`src/rtl/sdram_burst_initiator.sv`:
```
// Splits 1..16-word bursts into lo/hi 16-bit SDRAM accesses; each access waits on SDRAM_done, aborting after TIMEOUT cycles.
// Read words and strobes are registered (one cycle after REL_HI); write data is pulled one word per WDATA visit via wr_ready.
module sdram_burst_initiator #(
    parameter int TIMEOUT = 255
) (
    input  logic        clk,
    input  logic        rst_l,
    input  logic        start,
    input  logic        rw,
    input  logic [21:0] base_addr,
    input  logic [3:0]  len,
    input  logic        wr_valid,
    input  logic [31:0] wr_data,
    output logic        wr_ready,
    output logic        rd_valid,
    output logic [31:0] rd_data,
    output logic        busy,
    output logic        xfer_done,
    output logic        xfer_err,
    input  logic        SDRAM_ready,
    output logic        SDRAM_as,
    output logic        SDRAM_rw,
    output logic [22:0] SDRAM_addr,
    output logic [15:0] SDRAM_data_write,
    input  logic [15:0] SDRAM_data_read,
    input  logic        SDRAM_done
);
    localparam int TW = (TIMEOUT < 2) ? 1 : $clog2(TIMEOUT);

    typedef enum logic [2:0] {
        IDLE,
        WAIT_RDY,
        WDATA,
        ISSUE_LO,
        REL_LO,
        ISSUE_HI,
        REL_HI
    } state_t;

    state_t      r_state;
    state_t      w_next;
    logic        r_rw;
    logic [21:0] r_cur_addr;
    logic [3:0]  r_remaining;
    logic [31:0] r_word;
    logic [TW-1:0] r_tmo;
    logic        r_rd_valid;
    logic [31:0] r_rd_data;
    logic        r_xfer_done;
    logic        r_xfer_err;
    logic        w_tmo_hit;
    logic        w_enter_issue;

    // done in the same cycle as the last timeout count takes priority
    assign w_tmo_hit     = (r_tmo == TW'(TIMEOUT - 1)) && !SDRAM_done;
    assign w_enter_issue = ((w_next == ISSUE_LO) || (w_next == ISSUE_HI)) && (w_next != r_state);

    assign busy      = (r_state != IDLE);
    assign rd_valid  = r_rd_valid;
    assign rd_data   = r_rd_data;
    assign xfer_done = r_xfer_done;
    assign xfer_err  = r_xfer_err;

    always_ff @(posedge clk) begin
        if (!rst_l) begin
            r_state <= IDLE;
        end else begin
            r_state <= w_next;
        end
    end

    always_comb begin
        w_next           = r_state;
        wr_ready         = 1'b0;
        SDRAM_as         = 1'b0;
        SDRAM_rw         = 1'b0;
        SDRAM_addr       = 23'd0;
        SDRAM_data_write = 16'd0;
        case (r_state)
            IDLE: begin
                if (start) w_next = WAIT_RDY;
            end
            WAIT_RDY: begin
                if (SDRAM_ready && !SDRAM_done) w_next = r_rw ? WDATA : ISSUE_LO;
            end
            WDATA: begin
                wr_ready = 1'b1;
                if (wr_valid) w_next = ISSUE_LO;
            end
            ISSUE_LO: begin
                SDRAM_as         = 1'b1;
                SDRAM_rw         = r_rw;
                SDRAM_addr       = {r_cur_addr, 1'b0};
                SDRAM_data_write = r_word[15:0];
                if (SDRAM_done)     w_next = REL_LO;
                else if (w_tmo_hit) w_next = IDLE;
            end
            REL_LO: begin
                if (!SDRAM_done) w_next = ISSUE_HI;
            end
            ISSUE_HI: begin
                SDRAM_as         = 1'b1;
                SDRAM_rw         = r_rw;
                SDRAM_addr       = {r_cur_addr, 1'b1};
                SDRAM_data_write = r_word[31:16];
                if (SDRAM_done)     w_next = REL_HI;
                else if (w_tmo_hit) w_next = IDLE;
            end
            REL_HI: begin
                if (!SDRAM_done) w_next = (r_remaining == 4'd0) ? IDLE : WAIT_RDY;
            end
            default: w_next = IDLE;
        endcase
    end

    always_ff @(posedge clk) begin
        if (!rst_l) begin
            r_rw        <= 1'b0;
            r_cur_addr  <= 22'd0;
            r_remaining <= 4'd0;
            r_word      <= 32'd0;
            r_tmo       <= '0;
            r_rd_valid  <= 1'b0;
            r_rd_data   <= 32'd0;
            r_xfer_done <= 1'b0;
            r_xfer_err  <= 1'b0;
        end else begin
            r_rd_valid  <= 1'b0;
            r_xfer_done <= 1'b0;
            r_xfer_err  <= 1'b0;
            case (r_state)
                IDLE: begin
                    if (start) begin
                        r_rw        <= rw;
                        r_cur_addr  <= base_addr;
                        r_remaining <= len;
                    end
                end
                WDATA: begin
                    if (wr_valid) r_word <= wr_data;
                end
                ISSUE_LO, ISSUE_HI: begin
                    if (SDRAM_done) begin
                        if (!r_rw && (r_state == ISSUE_LO)) r_word[15:0]  <= SDRAM_data_read;
                        if (!r_rw && (r_state == ISSUE_HI)) r_word[31:16] <= SDRAM_data_read;
                    end else if (w_tmo_hit) begin
                        r_xfer_err <= 1'b1;
                    end else begin
                        r_tmo <= r_tmo + 1'b1;
                    end
                end
                REL_HI: begin
                    if (!SDRAM_done) begin
                        if (!r_rw) begin
                            r_rd_valid <= 1'b1;
                            r_rd_data  <= r_word;
                        end
                        if (r_remaining == 4'd0) begin
                            r_xfer_done <= 1'b1;
                        end else begin
                            r_cur_addr  <= r_cur_addr + 22'd1;
                            r_remaining <= r_remaining - 4'd1;
                        end
                    end
                end
                default: ;
            endcase
            if (w_enter_issue) r_tmo <= '0;
        end
    end

endmodule

```
`config.mk`:
```
export PLATFORM = sky130hd
export DESIGN_NAME = sdram_burst_initiator
export DESIGN_NICKNAME = d
export VERILOG_FILES = /design/src/rtl/sdram_burst_initiator.sv
export SDC_FILE = /design/constraint.sdc
export NUM_CORES = 1
export LEC_CHECK = 0
export ABC_AREA = 1
export CAP_MARGIN = 20
export CORE_ASPECT_RATIO = 0.6
export CORE_UTILIZATION = 48
export DETAILED_ROUTE_END_ITERATION = 16
export PLACE_DENSITY = 0.81
export SKIP_CTS_REPAIR_TIMING = 1
export SYNTH_ARGS = -nofsm -noshare
export SYNTH_HDL_FRONTEND = slang
export SYNTH_SLANG_ARGS = --single-unit
```
`constraint.sdc`:
```
create_clock -name clk -period 2.2 [get_ports clk]
set_input_delay 0.22 -clock clk [delete_from_list [all_inputs] [get_ports clk]]
set_output_delay 0.22 -clock clk [all_outputs]
set_load 0.02 [all_outputs]
```
==> impl_metrics.csv <==
group,metric,value,unit
power_and_ir_drop,p_leak,3.81,nW
sta,rsz0062_at_grt,"no",
hold_path,hold_end,"r_cur_addr[11]$_SDFFE_PN0P_",
critical_path,criticalPathCategory,"register to primary output",
global_routing,grt_usage,0.290,
placement,numPortBuffers,158,
placement,placed_area,7210,um^2
run_status,status,"finished clean",
critical_path,crit_path_cell_trace,"nand3_2 -> clkinv_1 -> buf_4 -> clkdlybuf4s50_1",
clock_tree,clk_path_buf_depth,2,
clock_tree,clk_pin_slew,0.07,ns
floorplan,die_area,12000,um^2
hold_path,hold_class,"input port to register",
global_routing,grt_pass1_wl,27100,um
floorplan,ios,159,
sta,maxSlewViolCount,0,
placement,hpwlAfterDp,12200,um
clock_tree,root_buffer,"clkbuf_16",
power_and_ir_drop,powerDensity,571,nW/um^2
final_layout,stdcell_area,7610,um^2
sta,fmax,470,MHz
logic_synthesis,synthTopCellsByArea,"dfxtp_1 38%, nand2_1 15%, nor2_1 9.2%",
logic_synthesis,synth_ff_type,"dfxtp_1",
sta,fin_hold_ws,0.232,ns
final_layout,fin_util,0.699,
global_routing,grt_max_degree,80,
logic_synthesis,synth_cell_types,35,
final_layout,drive_gt1_frac,0.0603,
logic_synthesis,synth.most_common_cell,"nand2_1",
global_routing,antenna_found_initial,0,
route,drtIter0Drc,570,
hold_path,min_from,"rst_l",
sta,fin_setup_tns,0,ns
final_layout,area_growth,37.6,%
power_and_ir_drop,ir_worst_vdd,0.437,mV
sta,setup_viol_count_final,0,
clock_tree,cts_made_buffers,9,
logic_synthesis,async_reset_ff_frac,0,
placement,gp_congestion,0.962,
clock_tree,cts_max_level,3,
logic_synthesis,synth_top_cells_by_count,"219 x nand2_1, 135 x nor2_1, 105 x dfxtp_1",
final_layout,final_nets,1075,
critical_path,cp-start-kind,"register",
sta,finalCriticalPeriod,2.13,ns
critical_path,ff2ff_path_depth,10,
critical_path,slowest_stage,"clkdlybuf4s50_1",
route,routed_wirelength,16800,um
logic_synthesis,ys_seq_elements,105,
clock_tree,cts.sinks,105,
run,maxCapViolCount,0,
global_routing,grt_pass1_vias,5408,
sta,finalCritPeriodShare,0.968,
critical_path,cp_data_arrival_time,1.91,ns
route,viasPerCell,5.23,
logic_synthesis,syn_area,5530,um^2
floorplan,coreArea,10900,um^2
sta,final.setup_skew,0.0129,ns
route,wl_per_cell,14.8,um
logic_synthesis,synth-edff-count,0,
logic_synthesis,synth_fp_nets,927,
floorplan,rows,29,
floorplan,die_w,141,um
logic_synthesis,avgSynthCellArea,6.57,um^2
floorplan,initial_core_util,0.508,
logic_synthesis,yosys.area.top_type,"dfxtp_1",
clock_tree,clk_latency,0.35,ns
route,post-route-drc-count,0,
critical_path,reg2reg_to,"r_cur_addr[2]$_SDFFE_PN0P_",
route,drtPass1Iterations,5,
route,postRouteAntennaNets,0,
final_layout,diodes,0,
critical_path,worstPathRequired,1.98,ns
clock_tree,cts_tree,"done",
critical_path,cpPeakStageDelay,0.65,ns
logic_synthesis,ys_warn_count,0,
route,num_vias,5931,
logic_synthesis,syn_inst,842,
sta,finalHoldViolations,0,
sta,slew_headroom,0.524,
hold_path,holdPathStages,3,
logic_synthesis,ys_seq_area_frac,0.380,
logic_synthesis,synth.top_cell.area_share,0.380,
critical_path,r2r_slack,0.33,ns
sta,tightest_slew,0.714,ns
floorplan,die_h,85.1,um
critical_path,timing.rr.start,"r_state[0]$_SDFF_PN0_",
global_routing,overflow,0,
critical_path,cp-end-kind,"primary output",
critical_path,cp_max_fo,17,
-- cells by family after synthesis --
group                    count (synthesis)  share of synthesized area
AO/OA/AOI/OAI                          181                      0.180
XOR/XNOR                                 6                    0.00950
flip-flops                             105                      0.380
adder cells (fa/ha/maj)                  4                    0.00905
AND/OR/NAND/NOR                        424                      0.319
buffers and inverters                  122                      0.102
-- final cells by class --
class / count / area [um^2]
timing repair buffer: 182 / 1880
fill: 955 / 3280
sequential: 105 / 2100
multi-input combinational: 615 / 2860
clock inverter: 5 / 46.3
inverter: 77 / 289
clock buffer: 11 / 253
tap: 139 / 174
-- registers in the layout, summed over array words and instances (netlist names) --
signal	cells
r_cur_addr	22
r_remaining	4
r_rw	1
r_state	3
r_tmo	8
r_word	32
rd_data	32
rd_valid	1
xfer_done	1
xfer_err	1
-- critical path: cells and delay by family, from the launching register on --
family	cells	cell delay, ns
buf+inv	3	0.95
flops	1	0.41
simple gates	1	0.18
-- layer usage --
metal	GRT usage	share of wire	up-vias
li1	-	-	3011
met1	0.433	0.50	2628
met2	0.403	0.39	266
met3	0.0756	0.090	26
met4	0.0840	0.019	0
met5	0	0	-
-- cells in the final DEF (no fill, tap or decap), drive strengths merged, types with 16 or more instances in the layout --
cell type      Yosys  routed
nand2            222     222
nor2             137     137
clkdlybuf4s50      0     117
dfxtp            105     105
o21ai            100     100
inv               75      76
a21oi             61      61
nand3             49      49
dlymetal6s2s       0      40
buf               32      25
o211a             16      16
-- power breakdown --
part / internal, W / total (W) / switching, W
sequential: 0.00199 / 0.00207 / 0.0000851
clock: 0.000849 / 0.00161 / 0.000757
combinational: 0.000301 / 0.000662 / 0.000361
-- worst max-delay path by stage --
stage	slack, ns	from	to
3_5_place_dp	0.1	r_state[2]$_SDFF_PN0_	SDRAM_addr[13]
4_1_cts	-0.28	r_state[2]$_SDFF_PN0_	SDRAM_addr[13]
3_3_place_gp	0.18	r_state[2]$_SDFF_PN0_	SDRAM_rw
2_1_floorplan	0.40	r_state[0]$_SDFF_PN0_	SDRAM_addr[10]
5_1_grt	0.005	r_state[0]$_SDFF_PN0_	SDRAM_addr[0]
6_report	0.07	r_state[0]$_SDFF_PN0_	SDRAM_addr[0]
-- stage by stage --
step | worst slack (ns) | power [W] | std cells
after detailed placement | 0.0992 | 0.00276 | 1118
after global placement | 0.184 | 0.00276 | 1118
after global routing | 0.00508 | 0.00453 | 1134
after floorplan | 0.404 | 0.00249 | 842
final | 0.0702 | 0.00434 | 1134
after CTS | -0.280 | 0.00434 | 1134
(Power assumes the default switching activity.)
